### src/rtl/sum_arbiter_if.sv
// Handshake bundle between two operand requesters, the sum arbiter and the result consumer.
// The arbiter takes the slave view; requesters and consumer together drive the master view.
interface sum_arbiter_if #(
    parameter int WIDTH = 3
);
    logic             req0_valid;
    logic [WIDTH-1:0] req0_a;
    logic [WIDTH-1:0] req0_b;
    logic             req0_ready;

    logic             req1_valid;
    logic [WIDTH-1:0] req1_a;
    logic [WIDTH-1:0] req1_b;
    logic             req1_ready;

    logic             res_valid;
    logic [WIDTH:0]   res_data;
    logic             res_id;
    logic             res_ready;
    logic [7:0]       res_count;

    modport slave (
        input  req0_valid, req0_a, req0_b,
        output req0_ready,
        input  req1_valid, req1_a, req1_b,
        output req1_ready,
        output res_valid, res_data, res_id, res_count,
        input  res_ready
    );

    modport master (
        output req0_valid, req0_a, req0_b,
        input  req0_ready,
        output req1_valid, req1_a, req1_b,
        input  req1_ready,
        input  res_valid, res_data, res_id, res_count,
        output res_ready
    );
endinterface

### src/rtl/sum_arbiter.sv
// Two-requester round-robin arbiter feeding one shared adder into a single-entry result register.
//   state | meaning
//   IDLE  | no result held; the granted requester may transfer its operand pair
//   HOLD  | result held on res_*; both requesters stalled until the consumer takes it
module sum_arbiter #(
    parameter int WIDTH = 3
) (
    input  logic clock,
    input  logic reset,
    sum_arbiter_if.slave bus
);
    typedef enum logic {
        IDLE = 1'b0,
        HOLD = 1'b1
    } state_t;

    state_t           state;
    state_t           state_next;
    logic             last_grant;
    logic             grant;
    logic             ready0;
    logic             ready1;
    logic             transfer;
    logic             deliver;
    logic [WIDTH-1:0] op_a;
    logic [WIDTH-1:0] op_b;
    logic [WIDTH:0]   sum;
    logic [WIDTH:0]   res_data_q;
    logic             res_id_q;
    logic [7:0]       count_q;

    always_ff @(posedge clock or posedge reset) begin
        if (reset) begin
            state <= IDLE;
        end else begin
            state <= state_next;
        end
    end

    always_comb begin
        state_next = state;
        ready0     = 1'b0;
        ready1     = 1'b0;
        deliver    = 1'b0;

        // On a tie the requester that did not win last time goes next.
        grant = 1'b0;
        if (bus.req0_valid && bus.req1_valid) begin
            grant = ~last_grant;
        end else if (!bus.req0_valid) begin
            grant = 1'b1;
        end

        case (state)
            IDLE: begin
                if (!reset) begin
                    ready0 = bus.req0_valid && !grant;
                    ready1 = bus.req1_valid && grant;
                end
                if (ready0 || ready1) begin
                    state_next = HOLD;
                end
            end
            HOLD: begin
                if (bus.res_ready) begin
                    deliver    = 1'b1;
                    state_next = IDLE;
                end
            end
            default: begin
                state_next = IDLE;
            end
        endcase

        transfer = ready0 || ready1;
    end

    assign op_a = grant ? bus.req1_a : bus.req0_a;
    assign op_b = grant ? bus.req1_b : bus.req0_b;
    assign sum  = {1'b0, op_a} + {1'b0, op_b};

    always_ff @(posedge clock or posedge reset) begin
        if (reset) begin
            res_data_q <= '0;
            res_id_q   <= 1'b0;
            last_grant <= 1'b1;
            count_q    <= 8'd0;
        end else begin
            if (transfer) begin
                res_data_q <= sum;
                res_id_q   <= grant;
                last_grant <= grant;
            end
            if (deliver) begin
                count_q <= count_q + 8'd1;
            end
        end
    end

    assign bus.req0_ready = ready0;
    assign bus.req1_ready = ready1;
    assign bus.res_valid  = (state == HOLD);
    assign bus.res_data   = res_data_q;
    assign bus.res_id     = res_id_q;
    assign bus.res_count  = count_q;
endmodule

### src/flat_wrapper.sv
// flat-port wrapper written by rule: the top's interface ports become plain ports
module sum_arbiter_flat 
#(
    parameter int WIDTH = 3
)
  (clock, reset, bus_req0_valid, bus_req0_a, bus_req0_b, bus_req0_ready, bus_req1_valid, bus_req1_a, bus_req1_b, bus_req1_ready, bus_res_valid, bus_res_data, bus_res_id, bus_res_count, bus_res_ready);
  sum_arbiter_if #(.WIDTH(WIDTH)) bus_i ();
  input  logic clock;
  input  logic reset;
  input wire logic [$bits(bus_i.req0_valid)-1:0] bus_req0_valid;
  input wire logic [$bits(bus_i.req0_a)-1:0] bus_req0_a;
  input wire logic [$bits(bus_i.req0_b)-1:0] bus_req0_b;
  output wire logic [$bits(bus_i.req0_ready)-1:0] bus_req0_ready;
  input wire logic [$bits(bus_i.req1_valid)-1:0] bus_req1_valid;
  input wire logic [$bits(bus_i.req1_a)-1:0] bus_req1_a;
  input wire logic [$bits(bus_i.req1_b)-1:0] bus_req1_b;
  output wire logic [$bits(bus_i.req1_ready)-1:0] bus_req1_ready;
  output wire logic [$bits(bus_i.res_valid)-1:0] bus_res_valid;
  output wire logic [$bits(bus_i.res_data)-1:0] bus_res_data;
  output wire logic [$bits(bus_i.res_id)-1:0] bus_res_id;
  output wire logic [$bits(bus_i.res_count)-1:0] bus_res_count;
  input wire logic [$bits(bus_i.res_ready)-1:0] bus_res_ready;
  assign bus_i.req0_valid = bus_req0_valid;
  assign bus_i.req0_a = bus_req0_a;
  assign bus_i.req0_b = bus_req0_b;
  assign bus_req0_ready = bus_i.req0_ready;
  assign bus_i.req1_valid = bus_req1_valid;
  assign bus_i.req1_a = bus_req1_a;
  assign bus_i.req1_b = bus_req1_b;
  assign bus_req1_ready = bus_i.req1_ready;
  assign bus_res_valid = bus_i.res_valid;
  assign bus_res_data = bus_i.res_data;
  assign bus_res_id = bus_i.res_id;
  assign bus_res_count = bus_i.res_count;
  assign bus_i.res_ready = bus_res_ready;
  sum_arbiter #(.WIDTH(WIDTH)) u_core (.clock(clock), .reset(reset), .bus(bus_i));
endmodule
### config.mk
export PLATFORM = sky130hd
export DESIGN_NAME = sum_arbiter_flat
export DESIGN_NICKNAME = d
export VERILOG_FILES = /design/src/rtl/sum_arbiter_if.sv /design/src/rtl/sum_arbiter.sv /design/src/flat_wrapper.sv
export SDC_FILE = /design/constraint.sdc
export NUM_CORES = 1
export LEC_CHECK = 0
export CAP_MARGIN = 20
export CORE_MARGIN = 5
export CORE_UTILIZATION = 30
export CTS_CLUSTER_DIAMETER = 120
export DETAILED_ROUTE_END_ITERATION = 10
export GPL_TIMING_DRIVEN = 0
export SETUP_SLACK_MARGIN = 0.5
export SYNTH_ARGS = -nofsm -noshare
export SYNTH_HDL_FRONTEND = slang
export SYNTH_SLANG_ARGS = --single-unit
### constraint.sdc
create_clock -name clock -period 2.37 [get_ports clock]
set_input_delay 0.711 -clock clock [delete_from_list [all_inputs] [get_ports clock]]
set_output_delay 0.711 -clock clock [all_outputs]
set_load 0.005 [all_outputs]
== Word-level counts from Yosys, hierarchy flattened ==
Cells that the tools add are included.

* Add/subtract/negate cells: 2
* Reductions and logical operators: 6
* Muxes and demuxes: 15
* Bitwise operators: 2

{| class="wikitable"
|+ Operator list
! operator !! number
|-
| $mux 1 || 12
|-
| $add 8x1->8 const B || 1
|-
| $mux 3 || 2
|-
| $add 3x3->4 || 1
|-
| $logic_and 1x1->1 || 3
|-
| $logic_or 1x1->1 || 2
|-
| $not 1->1 || 2
|-
| $pmux 1 s2 || 1
|-
| $logic_not 1->1 || 1
|}

* Bits of input ports: 17
* Register bits: 15
* Word-level logic and storage cells: 30

== Logic depth before layout (Yosys ltp) ==
Gate-level depths: netlist of run 1.

* Depth in word-level cells: 9
* Mapped depth: 9

== Least setup slack after synthesis of run 1 ==
Ideal clock, no wire load.

* Kind: input port to flip-flop
* From: input bus_req1_valid
* To: register u_core.res_data_q[2], in the netlist u_core.bus.res_data[2]
* Stages: 9
* Path buffers: 1
* Library setup time: 0.125 ns
* Path slack: 0.108 ns
* Arrival time: 2.137 ns
* Cells stage by stage: inv_1 > o21ai_2 > buf_4 > mux2_2 > ha_1 > inv_1 > fa_1 > xnor2_1 > mux2_2

* Word-level cells in the longest chain between the ends: 8

{| class="wikitable"
|+ RTL lines
! element !! line !! source
|-
| start, declared || flat_wrapper.sv:14 || <nowiki>input wire logic [$bits(bus_i.req1_valid)-1:0] bus_req1_valid;</nowiki>
|-
| $logic_and 1x1->1 || sum_arbiter.sv:48 || <nowiki>if (bus.req0_valid && bus.req1_valid) begin</nowiki>
|-
| $mux 1 || sum_arbiter.sv:48 ||
|-
| $logic_not 1->1 || sum_arbiter.sv:57 || <nowiki>ready0 = bus.req0_valid && !grant;</nowiki>
|-
| $logic_and 1x1->1 || sum_arbiter.sv:57 ||
|-
| $mux 1 || sum_arbiter.sv:56 || <nowiki>if (!reset) begin</nowiki>
|-
| $mux 1 (2 in a row) || sum_arbiter.sv:54 || <nowiki>case (state)</nowiki>
|-
| $logic_or 1x1->1 || sum_arbiter.sv:75 || <nowiki>transfer = ready0 || ready1;</nowiki>
|-
| end signal, assigned || sum_arbiter.sv:90 || <nowiki>res_data_q <= sum;</nowiki>
|-
| end, declared || sum_arbiter.sv:28 || <nowiki>logic [WIDTH:0] res_data_q;</nowiki>
|}

Several ways; a longest one is shown, not always the timed one. The select of a mux whose other input is x is not followed.
A chain may end at the register's enable or synchronous reset.

== Final worst setup path of run 1 ==
Ends and elaborated chain as after synthesis.

==> impl_metrics.ini, run 1 <==
[floorplan]
initial_core_util_pct = 31.0
fp.dieW_microns = 62.9
die-area_sq_um = 3960
core_area_sq_um = 2710
die_h_microns = 62.9
rows = 19
io_pins = 33

[clock_tree]
cts_sinks = 15
cts_tree = yes
clkLatencyLatePin_ns = 0.28
htree_levels = 1
cts_inserted_buffers = 3
ctsRootBufferMaster = clkbuf_4
clock_path_buffers = 2
clk_pin_slew_ns = 0.09

[sta]
hold_viol = 0
period_needed_ns = 2.07
tightest_slew_ns = 0.583
clock.fmax_mhz = 482
rsz0062_at_grt = true
relSlewSlack_pct = 61.1
finalCritPeriodShare_pct = 87.5
fin_skew_ns = 0.00277
finalMaxSlewViolations = 0
setup_viol = 0

[synthesis]
synth_top_flop_cell = dfrtp_1
syn-num-nets = 92
synth.yosys.seq_area_share_pct = 44.9
synthesis.instances = 70
synth-async-reset-ratio_pct = 100
synth.avg_cell_area_sq_um = 12.0
ys_ff_latch = 15
synth_edf_count = 0
yosysUniqueCellTypes = 25
syn_area_sq_um = 840
yosys_warnings = 0

[cells_and_area]
antennaDiodeCount = 0
layout_commonest_cell = buf_4
fin_nets = 146
final_cell_mix = buf_4, clkdlybuf4s50_1, dfrtp_1, dlymetal6s2s_1, dlygate4sd2_1
drive_gt1_share_pct = 41.5
synthToLayoutAreaGrowth_pct = 72.6
fillers = 261
final_cells = 154
fin_util_pct = 53.5

[pwr]
ir_drop_v = 0.000402
p_per_area_nw_per_um2 = 761
power_leakage_nw = 0.764

[worst_setup_path]
cp_slowest_stage_delay_ns = 0.33
crit_type = input pin to flop
cp-start-kind = input pin
cp_max_fo = 7
cpLargestDelayFamily = adder cells
cp-end-kind = flop
cp_num_buf_inv = 5
critPathArrivalTime_ns = 2.25
path_cells = buf_12 -> inv_12 -> o21ai_4 -> buf_6 -> buf_6 -> mux2_4 -> ha_4 -> inv_2 -> fa_2 -> xnor2_1 -> mux2_4
cp.required_ns = 2.54
cp_slowest_cell = fa_2
r2r_slack_ns = 0.30

[status]
outcome = complete, no violations

[drt]
antenna_left = 0
drtPass1Iterations = 4
vias_per_cell = 4.55
routed_wl_microns = 1860
first_iter_violations = 9
num_vias = 701
drc_errors = 0
routedWlPerCell_microns = 12.1

[global_route]
grt_pass1_vias = 730
antenna_found_initial = 0
grt_util_met3_pct = 2.52
use_met1_pct = 11.6
grt_pass1_wl_microns = 3060
gr-usage-all-layers_pct = 9.61
overflow = 0
busiest_layer = met2
grt_use_met2_pct = 15.6
grt_max_degree = 16

[placed_design]
io_buffers = 32
place.detailed.hpwl_microns = 1390
gp_congestion = 0.764
post-place-cells = 133

[min_path]
hp-class = flop to flop

[flow_run]
cap_viol_max_count = 0
-- power breakdown --
group | internal (mW) | switching (mW)
Combinational | 0.349 | 0.202
Clock | 0.0653 | 0.0817
Sequential | 0.351 | 0.0530
-- kinds of logic (layout without fill, tap and decap cells) --
group | after synthesis | after routing | share of synthesized area [%]
buffers and inverters | 8 | 61 | 4.92
AND/OR/NAND/NOR | 13 | 13 | 9.09
XOR/XNOR | 8 | 8 | 9.24
adder cells (fa/ha/maj) | 5 | 5 | 8.35
multiplexers | 13 | 13 | 16.8
flip-flops | 15 | 15 | 44.9
AO/OA/AOI/OAI | 8 | 8 | 6.71
-- cell usage after synthesis (2+ instances only) --
cell / instances / area share (%)
a21oi_1: 2 / 1.2
and2_1: 2 / 1.5
and3_1: 2 / 1.5
dfrtp_1: 14 / 42
ha_1: 4 / 6.0
inv_1: 6 / 2.7
mux2_2: 9 / 12
mux2i_1: 4 / 4.8
nand2_1: 2 / 0.89
nand4_1: 3 / 2.2
nor3_1: 2 / 1.2
o21ai_2: 2 / 2.1
xnor2_1: 6 / 6.3
-- flip-flops by register name, summed over array words and instances, names as in the netlist --
signal / count
u_core.bus.res_valid: 1
u_core.last_grant: 1
u_core.bus.res_data: 4
u_core.bus.res_count: 8
u_core.bus.res_id: 1
-- path summary, 6_finish.rpt --
path | from | end | cells past startpoint
hold reg to reg | u_core.bus.res_id | u_core.bus.res_id | 1
setup reg to reg | u_core.last_grant | u_core.bus.res_data[2] | 9
setup / recovery | bus_req1_valid | u_core.bus.res_data[2] | 11
max in group asynchronous | reset | u_core.bus.res_valid | 2
hold / removal | u_core.bus.res_id | u_core.bus.res_id | 1
min in group asynchronous | reset | u_core.bus.res_id | 2
-- stage by stage --
stage	setup TNS (ns)	area [sq um]	hold slack, ns	total power, mW	worst slack [ns]
2_1_floorplan	0	890	0.482	0.640	0.193
3_3_place_gp	-3.40	1250	0.480	0.882	-0.740
3_5_place_dp	-3.56	1250	0.490	0.889	-0.756
4_1_cts	0	1410	0.512	1.12	0.277
5_1_grt	0	1450	0.547	1.19	0.259
6_report	0	1450	0.504	1.10	0.296
-- layout make-up --
| cell class | instances | area [sq um] | share of cell area [%] |
|---|---|---|---|
| inverters | 6 | 35.0 | 2.42 |
| clock buffers | 4 | 26.3 | 1.81 |
| flip-flops and latches | 15 | 378 | 26.1 |
| plain buffers | 2 | 22.5 | 1.55 |
| multi-input cells | 47 | 498 | 34.4 |
| repair buffers | 49 | 450 | 31.1 |
| well taps | 31 | 38.8 | 2.68 |
-- per-layer routing --
layer,up-vias,wire length [microns]
li1,347,-
met1,328,845
met2,24,890
met3,2,109
met4,0,14
met5,-,0
-- what timing repair did --
item                                    in CTS  in global routing
hold buffers                                 0                  0
endpoints found under the setup margin      18                 12
resized for setup                           39                  8
pin swaps                                    7                  1
buffers inserted                            15                  2
(Power assumes the default switching activity.)
==> run 2, diff against run 1 <==
Settings changed: PLACE_DENSITY set to 0.56.
==> impl_metrics.ini, run 2 (synthesis results as in run 1) <==
[clock_tree]
cts_sinks = 15
hold_buffers = 0
htree_levels = 1
ctsRootBufferMaster = clkbuf_4
clock_path_buffers = 2
clk_pin_slew_ns = 0.09
cts_inserted_buffers = 3
cts_tree = yes
clkLatencyLatePin_ns = 0.28

[sta]
finalCritPeriodShare_pct = 89.2
tightest_slew_ns = 0.560
setup_viol = 0
hold_viol = 0
relSlewSlack_pct = 62.6
finalMaxSlewViolations = 0
clock.fmax_mhz = 473
period_needed_ns = 2.12
rsz0062_at_grt = true
fin_skew_ns = 0.00143

[drt]
num_vias = 741
drc_errors = 0
vias_per_cell = 4.57
routedWlPerCell_microns = 13.2
drtPass1Iterations = 2
antenna_left = 0
first_iter_violations = 12
routed_wl_microns = 2140

[floorplan]
io_pins = 33
core_area_sq_um = 2710
fp.dieW_microns = 62.9
die-area_sq_um = 3960
initial_core_util_pct = 31.0
rows = 19
die_h_microns = 62.9

[min_path]
hp-class = flop to flop

[worst_setup_path]
cp_num_buf_inv = 3
cp_slowest_stage_delay_ns = 0.57
crit_type = flop to output port
path_cells = o21ai_4 -> buf_6 -> buf_8 -> nor3_4 -> buf_2
cpLargestDelayFamily = flip-flops
cp_slowest_cell = dfstp_2
cp-end-kind = output port
cp_max_fo = 5
critPathArrivalTime_ns = 1.40
cp-start-kind = flop
cp.required_ns = 1.66

[global_route]
gr-usage-all-layers_pct = 11.6
grt_pass1_vias = 783
grt_pass1_wl_microns = 3680
antenna_found_initial = 0
overflow = 0
grt_max_degree = 16

[cells_and_area]
largest_reg_flops = 8
final_cell_area_sq_um = 1560
synthToLayoutAreaGrowth_pct = 86.3
fin_util_pct = 57.7
fin_nets = 154
fillers = 244
drive_gt1_share_pct = 45.8
final_cell_mix = buf_4, clkdlybuf4s50_1, dfrtp_1, dlymetal6s2s_1
antennaDiodeCount = 0
layout_commonest_cell = buf_4

[flow_run]
cap_viol_max_count = 0

[placed_design]
place.detailed.hpwl_microns = 1340
placed_area_sq_um = 1250
io_buffers = 32
gp_congestion = 0.676

[pwr]
ir_drop_v = 0.000482
power_leakage_nw = 0.841
p_per_area_nw_per_um2 = 755

[status]
outcome = complete, no violations
run 2: routing by layer:
metal  track usage, %  vias to the layer above  part of all wire (%)
met5                0                        -                     0
met3             3.78                        4                   6.1
met1             14.7                      343                    45
li1                 -                      369                     -
met4             6.10                        0                   1.8
met2             17.2                       25                    47
run 2: per-stage QoR:
| step | setup slack [ns] | TNS (ns) | hold slack (ns) | std cells | power (mW) |
|---|---|---|---|---|---|
| floorplan | 0.193 | 0 | 0.482 | 70 | 0.640 |
| global placement | -0.740 | -3.46 | 0.476 | 133 | 0.887 |
| detailed placement | -0.743 | -3.57 | 0.486 | 133 | 0.890 |
| finish | 0.255 | 0 | 0.528 | 162 | 1.18 |
| CTS | 0.262 | 0 | 0.515 | 155 | 1.15 |
| global route | 0.185 | 0 | 0.553 | 162 | 1.27 |
run 2: layout make-up:
| cell class | instances | area (sq um) | area share (%) |
|---|---|---|---|
| multi-input cells | 47 | 518 | 33.1 |
| flip-flops and latches | 15 | 378 | 24.2 |
| clock inverters | 1 | 5.00 | 0.320 |
| plain buffers | 2 | 22.5 | 1.44 |
| inverters | 6 | 35.0 | 2.24 |
| well taps | 31 | 38.8 | 2.48 |
| repair buffers | 57 | 544 | 34.8 |
| clock buffers | 3 | 22.5 | 1.44 |
run 2: worst reg2reg max path: stages, from the launching register on:
cell       delay [ns]
dfstp_2          0.57
o21ai_4          0.07
buf_6            0.12
bufbuf_16        0.26
buf_4            0.13
mux2i_1          0.12
fa_2             0.34
xnor2_1          0.13
mux2_4           0.26
run 2: report_power, final:
group | internal (mW) | switching [mW] | total (mW)
clock network | 0.0627 | 0.0872 | 0.150
logic | 0.403 | 0.226 | 0.629
registers | 0.351 | 0.0511 | 0.402
run 2: path summary, 6_finish.rpt:
check | start | end | slack [ns] | cells after the start
max in group asynchronous | reset | u_core.bus.res_valid | 1.44 | 2
worst min register to register | u_core.bus.res_data[0] | u_core.bus.res_data[0] | 0.53 | 1
worst min-delay path | u_core.bus.res_data[0] | u_core.bus.res_data[0] | 0.53 | 1
worst max register to register | u_core.last_grant | u_core.bus.res_data[2] | 0.26 | 8
min in group asynchronous | reset | u_core.bus.res_count[3] | 0.54 | 2
worst max-delay path | u_core.last_grant | bus_req0_ready | 0.25 | 5
run 2: repair_timing:
action,in CTS,in global routing
pin swaps,4,0
gates cloned,1,0
setup buffers,17,7
gates resized for setup,40,11
endpoints found under the setup margin,19,14
==> run 3, diff against run 2 <==
Settings changed: CTS_BUF_LIST set to sky130_fd_sc_hd__clkbuf_4 sky130_fd_sc_hd__clkbuf_8 sky130_fd_sc_hd__clkbuf_16.
==> results of run 3 <==
No change in the layout: final DEF, timing and power equal those of run 2.
